**src/rtl/nibble_serial_adder_pkg.sv**
```systemverilog
// Shared definitions for the nibble-serial adder: slice width, FSM states and
// an index-width helper.
package nibble_serial_adder_pkg;

  localparam int unsigned NIB_W = 4;

  typedef enum logic [1:0] {
    ST_IDLE = 2'd0,
    ST_RUN  = 2'd1,
    ST_DONE = 2'd2
  } state_t;

  function automatic int unsigned clog2(input int unsigned v);
    int unsigned r;
    int unsigned x;
    r = 0;
    x = (v > 0) ? v - 1 : 0;
    while (x > 0) begin
      r++;
      x = x >> 1;
    end
    return r;
  endfunction

endpackage

```
**src/rtl/nibble_serial_adder_if.sv**
```systemverilog
// Request/result bundle for nibble_serial_adder; master issues operands,
// slave (the adder) returns status and result.
interface nibble_serial_adder_if #(
  parameter int unsigned WIDTH = 16
);
  logic             start;
  logic [WIDTH-1:0] a;
  logic [WIDTH-1:0] b;
  logic             cin;
  logic             busy;
  logic             done;
  logic [WIDTH-1:0] sum;
  logic             cout;
  logic             overflow;

  modport master (
    output start, a, b, cin,
    input  busy, done, sum, cout, overflow
  );

  modport slave (
    input  start, a, b, cin,
    output busy, done, sum, cout, overflow
  );
endinterface

```
**src/rtl/nibble_serial_adder_cla4_slice.sv**
```systemverilog
// Combinational 4-bit carry-lookahead slice; c3 is the carry into bit 3.
module cla4_slice (
  input  logic [3:0] a,
  input  logic [3:0] b,
  input  logic       cin,
  output logic [3:0] sum,
  output logic       cout,
  output logic       c3
);
  logic [3:0] g;
  logic [3:0] p;
  logic [3:0] c;

  always_comb begin
    g    = a & b;
    p    = a ^ b;
    c[0] = cin;
    c[1] = g[0] | (p[0] & cin);
    c[2] = g[1] | (p[1] & g[0]) | (p[1] & p[0] & cin);
    c[3] = g[2] | (p[2] & g[1]) | (p[2] & p[1] & g[0]) | (p[2] & p[1] & p[0] & cin);
    cout = g[3] | (p[3] & g[2]) | (p[3] & p[2] & g[1]) | (p[3] & p[2] & p[1] & g[0])
         | (p[3] & p[2] & p[1] & p[0] & cin);
    sum  = p ^ c;
    c3   = c[3];
  end
endmodule

```
**src/rtl/nibble_serial_adder.sv**
```systemverilog
// WIDTH-bit adder that feeds one operand nibble per cycle (LSB first) through a
// single 4-bit lookahead slice, chaining the carry through a register.
module nibble_serial_adder
  import nibble_serial_adder_pkg::*;
#(
  parameter int unsigned WIDTH = 16
) (
  input logic                   clk,
  input logic                   rst,
  nibble_serial_adder_if.slave  bus
);
  localparam int unsigned NIB   = WIDTH / NIB_W;
  localparam int unsigned IDX_W = (clog2(NIB) < 1) ? 1 : clog2(NIB);
  localparam logic [IDX_W-1:0] LAST_IDX = IDX_W'(NIB - 1);

  state_t             state_q, state_d;
  logic [IDX_W-1:0]   idx_q, idx_d;
  logic               carry_q, carry_d;
  logic [WIDTH-1:0]   a_q, a_d, b_q, b_d;
  logic [WIDTH-1:0]   acc_q, acc_d;
  logic [WIDTH-1:0]   sum_q, sum_d;
  logic               cout_q, cout_d;
  logic               ovf_q, ovf_d;

  logic [NIB_W-1:0]   a_nib, b_nib, slice_sum;
  logic               slice_cout, slice_c3;
  logic [WIDTH-1:0]   acc_wr;

  cla4_slice u_slice (
    .a    (a_nib),
    .b    (b_nib),
    .cin  (carry_q),
    .sum  (slice_sum),
    .cout (slice_cout),
    .c3   (slice_c3)
  );

  // Constant-index decode keeps the nibble mux and the result write-back free of variable part-selects.
  always_comb begin
    a_nib  = '0;
    b_nib  = '0;
    acc_wr = acc_q;
    for (int unsigned n = 0; n < NIB; n++) begin
      if (idx_q == IDX_W'(n)) begin
        a_nib                      = a_q[n*NIB_W +: NIB_W];
        b_nib                      = b_q[n*NIB_W +: NIB_W];
        acc_wr[n*NIB_W +: NIB_W]   = slice_sum;
      end
    end
  end

  always_comb begin
    state_d = state_q;
    idx_d   = idx_q;
    carry_d = carry_q;
    a_d     = a_q;
    b_d     = b_q;
    acc_d   = acc_q;
    sum_d   = sum_q;
    cout_d  = cout_q;
    ovf_d   = ovf_q;
    unique case (state_q)
      ST_IDLE, ST_DONE: begin
        if (bus.start) begin
          state_d = ST_RUN;
          a_d     = bus.a;
          b_d     = bus.b;
          carry_d = bus.cin;
          idx_d   = '0;
        end else begin
          state_d = ST_IDLE;
        end
      end
      ST_RUN: begin
        acc_d   = acc_wr;
        carry_d = slice_cout;
        if (idx_q == LAST_IDX) begin
          state_d = ST_DONE;
          idx_d   = '0;
          sum_d   = acc_wr;
          cout_d  = slice_cout;
          ovf_d   = slice_c3 ^ slice_cout;
        end else begin
          idx_d = idx_q + 1'b1;
        end
      end
      default: state_d = ST_IDLE;
    endcase
  end

  always_ff @(posedge clk) begin
    if (rst) begin
      state_q <= ST_IDLE;
      idx_q   <= '0;
      carry_q <= 1'b0;
      a_q     <= '0;
      b_q     <= '0;
      acc_q   <= '0;
      sum_q   <= '0;
      cout_q  <= 1'b0;
      ovf_q   <= 1'b0;
    end else begin
      state_q <= state_d;
      idx_q   <= idx_d;
      carry_q <= carry_d;
      a_q     <= a_d;
      b_q     <= b_d;
      acc_q   <= acc_d;
      sum_q   <= sum_d;
      cout_q  <= cout_d;
      ovf_q   <= ovf_d;
    end
  end

  assign bus.busy     = (state_q == ST_RUN);
  assign bus.done     = (state_q == ST_DONE);
  assign bus.sum      = sum_q;
  assign bus.cout     = cout_q;
  assign bus.overflow = ovf_q;

endmodule

```
**src/flat_wrapper.sv**
```systemverilog
// flat-port wrapper written by rule: the top's interface ports become plain ports
module nibble_serial_adder_flat import nibble_serial_adder_pkg::*;
#(
  parameter int unsigned WIDTH = 16
)
  (clk, rst, bus_start, bus_a, bus_b, bus_cin, bus_busy, bus_done, bus_sum, bus_cout, bus_overflow);
  nibble_serial_adder_if #(.WIDTH(WIDTH)) bus_i ();
  input logic clk;
  input logic rst;
  input wire logic [$bits(bus_i.start)-1:0] bus_start;
  input wire logic [$bits(bus_i.a)-1:0] bus_a;
  input wire logic [$bits(bus_i.b)-1:0] bus_b;
  input wire logic [$bits(bus_i.cin)-1:0] bus_cin;
  output wire logic [$bits(bus_i.busy)-1:0] bus_busy;
  output wire logic [$bits(bus_i.done)-1:0] bus_done;
  output wire logic [$bits(bus_i.sum)-1:0] bus_sum;
  output wire logic [$bits(bus_i.cout)-1:0] bus_cout;
  output wire logic [$bits(bus_i.overflow)-1:0] bus_overflow;
  assign bus_i.start = bus_start;
  assign bus_i.a = bus_a;
  assign bus_i.b = bus_b;
  assign bus_i.cin = bus_cin;
  assign bus_busy = bus_i.busy;
  assign bus_done = bus_i.done;
  assign bus_sum = bus_i.sum;
  assign bus_cout = bus_i.cout;
  assign bus_overflow = bus_i.overflow;
  nibble_serial_adder #(.WIDTH(WIDTH)) u_core (.clk(clk), .rst(rst), .bus(bus_i));
endmodule
```
**config.mk**
```make
export PLATFORM = sky130hd
export DESIGN_NAME = nibble_serial_adder_flat
export DESIGN_NICKNAME = d
export VERILOG_FILES = /design/src/rtl/nibble_serial_adder_pkg.sv /design/src/rtl/nibble_serial_adder_if.sv /design/src/rtl/nibble_serial_adder_cla4_slice.sv /design/src/rtl/nibble_serial_adder.sv /design/src/flat_wrapper.sv
export SDC_FILE = /design/constraint.sdc
export NUM_CORES = 1
export LEC_CHECK = 0
export ABC_CLOCK_PERIOD_IN_PS = 3300
export CORE_MARGIN = 4
export CORE_UTILIZATION = 52
export CTS_BUF_LIST = sky130_fd_sc_hd__clkbuf_4 sky130_fd_sc_hd__clkbuf_8 sky130_fd_sc_hd__clkbuf_16
export DETAILED_ROUTE_END_ITERATION = 6
export PLACE_DENSITY = 0.79
export SLEW_MARGIN = 20
export SYNTH_ARGS = -nofsm -noshare
export SYNTH_HDL_FRONTEND = slang
export SYNTH_SLANG_ARGS = --single-unit
```
**constraint.sdc**
```tcl
create_clock -name clk -period 3.3 [get_ports clk]
set_clock_uncertainty 0.2 [all_clocks]
set_input_delay 0.825 -clock clk [delete_from_list [all_inputs] [get_ports clk]]
set_output_delay 0.825 -clock clk [all_outputs]
set_load 0.02 [all_outputs]
```
==> impl_metrics.json <==
{
  "clock.fmax_ghz": 0.321,
  "fill_cells": 460,
  "ys_ff_latch": 67,
  "setup_viol": 0,
  "syn-num-nets": 429,
  "yosysSeqAreaShare_pct": 44.1,
  "worst_pin_slew_ns": 0.499,
  "rsz0062_at_grt": "false",
  "yosysWarningCount": 0,
  "route.detailed.drc": 0,
  "critPathMaxStageDelay_ns": 0.37,
  "slew_headroom_pct": 66.7,
  "synth_compound_area_share_pct": 21.7,
  "path_delay_family": "compound AO/OA/AOI/OAI gates",
  "grt_max_degree": 33,
  "ff_latch_area_um2": 1340,
  "wl_per_cell_um": 14.1,
  "grt_pass1_wl_um": 12300,
  "syn_avg_cell_area_um2": 7.91,
  "netlist_instances": 384,
  "critPathMaxFanout": 9,
  "cts_hold_buf": 0,
  "slew_violations": 0,
  "hp-class": "reg2reg",
  "gp_congestion": 0.843,
  "insertedDiodeCount": 0,
  "area_growth_pct": 28.1,
  "ir_worst_vdd_v": 0.000293,
  "end_kind": "flip-flop",
  "hold_viol": 0,
  "netlist_area_um2": 3040,
  "cts_buffer_depth": 2,
  "grt_usage_pct": 21.1,
  "fin_crit_ns": 3.12,
  "cts_tree": "built",
  "num_vias": 2772,
  "cts_root_buf": "clkbuf_8",
  "final_cell_mix": "100 x nand2_1, 67 x dfxtp_1, 64 x a21oi_1, 54 x clkdlybuf4s50_1, 21 x nor2_1",
  "clk_latency_ns": 0.34,
  "grt_overflow": 0,
  "fin_crit_sh_pct": 94.5,
  "placed_area_um2": 3620,
  "htreeDepth": 3,
  "cp-start-kind": "flip-flop",
  "cp_num_buf_inv": 1,
  "cp.required_ns": 3.30,
  "ios": 56,
  "muxShareOfSynthArea_pct": 1.65,
  "dieHeight_um": 84.5,
  "final_common_cell": "nand2_1",
  "post_route_cells_drive_above_1_share_pct": 8.97,
  "arrival_ns": 3.12,
  "antenna_found_initial": 0,
  "drv_cap": 0,
  "status": "finished clean",
  "design.core.area_um2": 5570,
  "grt_pass1_vias": 2681,
  "synth_top_family_by_area": "simple AND/OR/NAND/NOR gates",
  "multi_input_area_um2": 1540,
  "fin_setup_tns_ns": 0,
  "worst_path_max_delay_cell": "ha_1",
  "num_rows": 27,
  "cts.clk_slew.worst_paths_ns": 0.08,
  "ant_nets": 0,
  "io_buffers": 55,
  "cts_made_buffers": 9,
  "hpwlAfterDp_um": 4950,
  "die-area_um2": 7130,
  "start_util_pct": 54.5,
  "drtIter0Drc": 202,
  "synth-simple-area-share_pct": 21.8,
  "via_per_inst": 5.47,
  "nNetsFinal": 475,
  "path_cells": "inv_1 > ha_1 > nand3b_1 > a21oi_1 > a21oi_1 > o21ai_0 > ha_1 > a211o_1 > a21oi_4 > xor2_4 > a31oi_1",
  "die_w_um": 84.5,
  "synth_adder_area_share_pct": 3.95,
  "design_area_um2": 3890,
  "finalWirelength_um": 7130,
  "power_leakage_uw": 0.00142,
  "power_density_nw_per_um2": 516,
  "ys_types": 40,
  "path_class": "reg2reg",
  "synth_xor_area_share_pct": 1.19,
  "cts_setup_buffers": 0,
  "drt_first_pass_iters": 4,
  "cts_num_sinks": 67
}
-- routing by layer --
metal  track usage, %  up-vias  part of all wire [%]
met5                0        -                     0
met4             7.48        0                   1.5
met3             5.99       11                   6.6
met2             34.8       87                    46
met1             26.3     1271                    46
li1                 -     1403                     -
-- Yosys cell counts, drive strengths merged --
master    n  area (µm²)
nor2b     3        18.8
a21oi    65         337
nand2b    3        18.8
o31ai     4        30.0
a311oi    3        26.3
o21ai    12        60.1
clkbuf   17        63.8
buf      15        83.8
inv       6        22.5
dfxtp    67        1340
fa        1        20.0
a211o     5        45.0
nor3      4        20.0
nand3     4        20.0
a21o      1        7.51
ha        8         100
xor2      1        27.5
and3      2        13.8
nand4     3        18.8
a31oi     6        37.5
a221oi    1        8.76
xnor2     1        8.76
mux2i     5        50.1
nand3b   12        90.1
o221a     1        11.3
nand2   100         375
a211oi    5        42.5
and3b     1        8.76
o211ai    4        30.0
a22oi     1        7.51
nor2     21        78.8
o21a      2        15.0
-- cell families after synthesis --
family                     Yosys count
adders and majority gates            9
AOI/OAI and AO/OA                  110
muxes                                5
and+or+nand+nor                    153
DFF                                 67
buffers and inverters               38
xor gates and xnor gates             2
-- registers in the layout, summed over array words and instances, names as in the netlist --
signal               flops
u_core.a_q              16
u_core.acc_q            12
u_core.b_q              16
u_core.bus.cout          1
u_core.bus.overflow      1
u_core.bus.sum          16
u_core.carry_q           1
u_core.idx_q             2
u_core.state_q           2
-- timing repair --
action	CTS	global route
hold endpoints to repair	0	0
setup endpoints to repair	0	11
resized for setup	0	3
-- through the flow --
stage,cells,utilization [%],total power (µW),setup slack (ns),hold WS [ns]
floorplan,384,-,1030,0.369,0.236
global placement,491,64.9,1120,0.295,0.239
detailed placement,491,64.9,1130,0.159,0.247
CTS,507,69.7,2020,0.121,0.256
global route,507,69.9,2090,0.0602,0.281
finish,507,69.9,2010,0.182,0.257
-- final cells by class --
class | instances | share of cell area, %
flip-flops and latches | 67 | 34.4
clock inverters | 7 | 3.60
multi-input cells | 279 | 39.6
well taps | 72 | 2.31
repair buffers | 67 | 16.3
inverters | 6 | 0.578
clock buffers | 9 | 3.18
-- worst reg2reg max path, cell delays in order, from the launching register on --
cell and delay [ns]:
dfxtp_1 0.36, inv_1 0.10, ha_1 0.38, nand3b_1 0.12, a21oi_1 0.15, a21oi_1 0.05, o21ai_0 0.33, ha_1 0.32
a211o_1 0.35, a21oi_4 0.21, xor2_4 0.27, a31oi_1 0.14
-- where the power goes --
| part | internal [µW] | switching [µW] |
|---|---|---|
| clock network | 577 | 316 |
| registers | 841 | 22.1 |
| logic | 111 | 142 |
-- path summary, 6_finish.rpt --
path                                startpoint  depth (start not counted)                             end  slack [ns]
setup reg to reg  u_core.idx_q[0]$_SDFFE_PP0P_                         11  u_core.bus.sum[3]$_SDFFE_PP0P_        0.18
setup / recovery  u_core.idx_q[0]$_SDFFE_PP0P_                         11  u_core.bus.sum[3]$_SDFFE_PP0P_        0.18
hold reg to reg   u_core.acc_q[4]$_SDFFE_PP0P_                          2    u_core.acc_q[4]$_SDFFE_PP0P_        0.26
hold / removal    u_core.acc_q[4]$_SDFFE_PP0P_                          2    u_core.acc_q[4]$_SDFFE_PP0P_        0.26
Power figures use the tool's default switching activity.
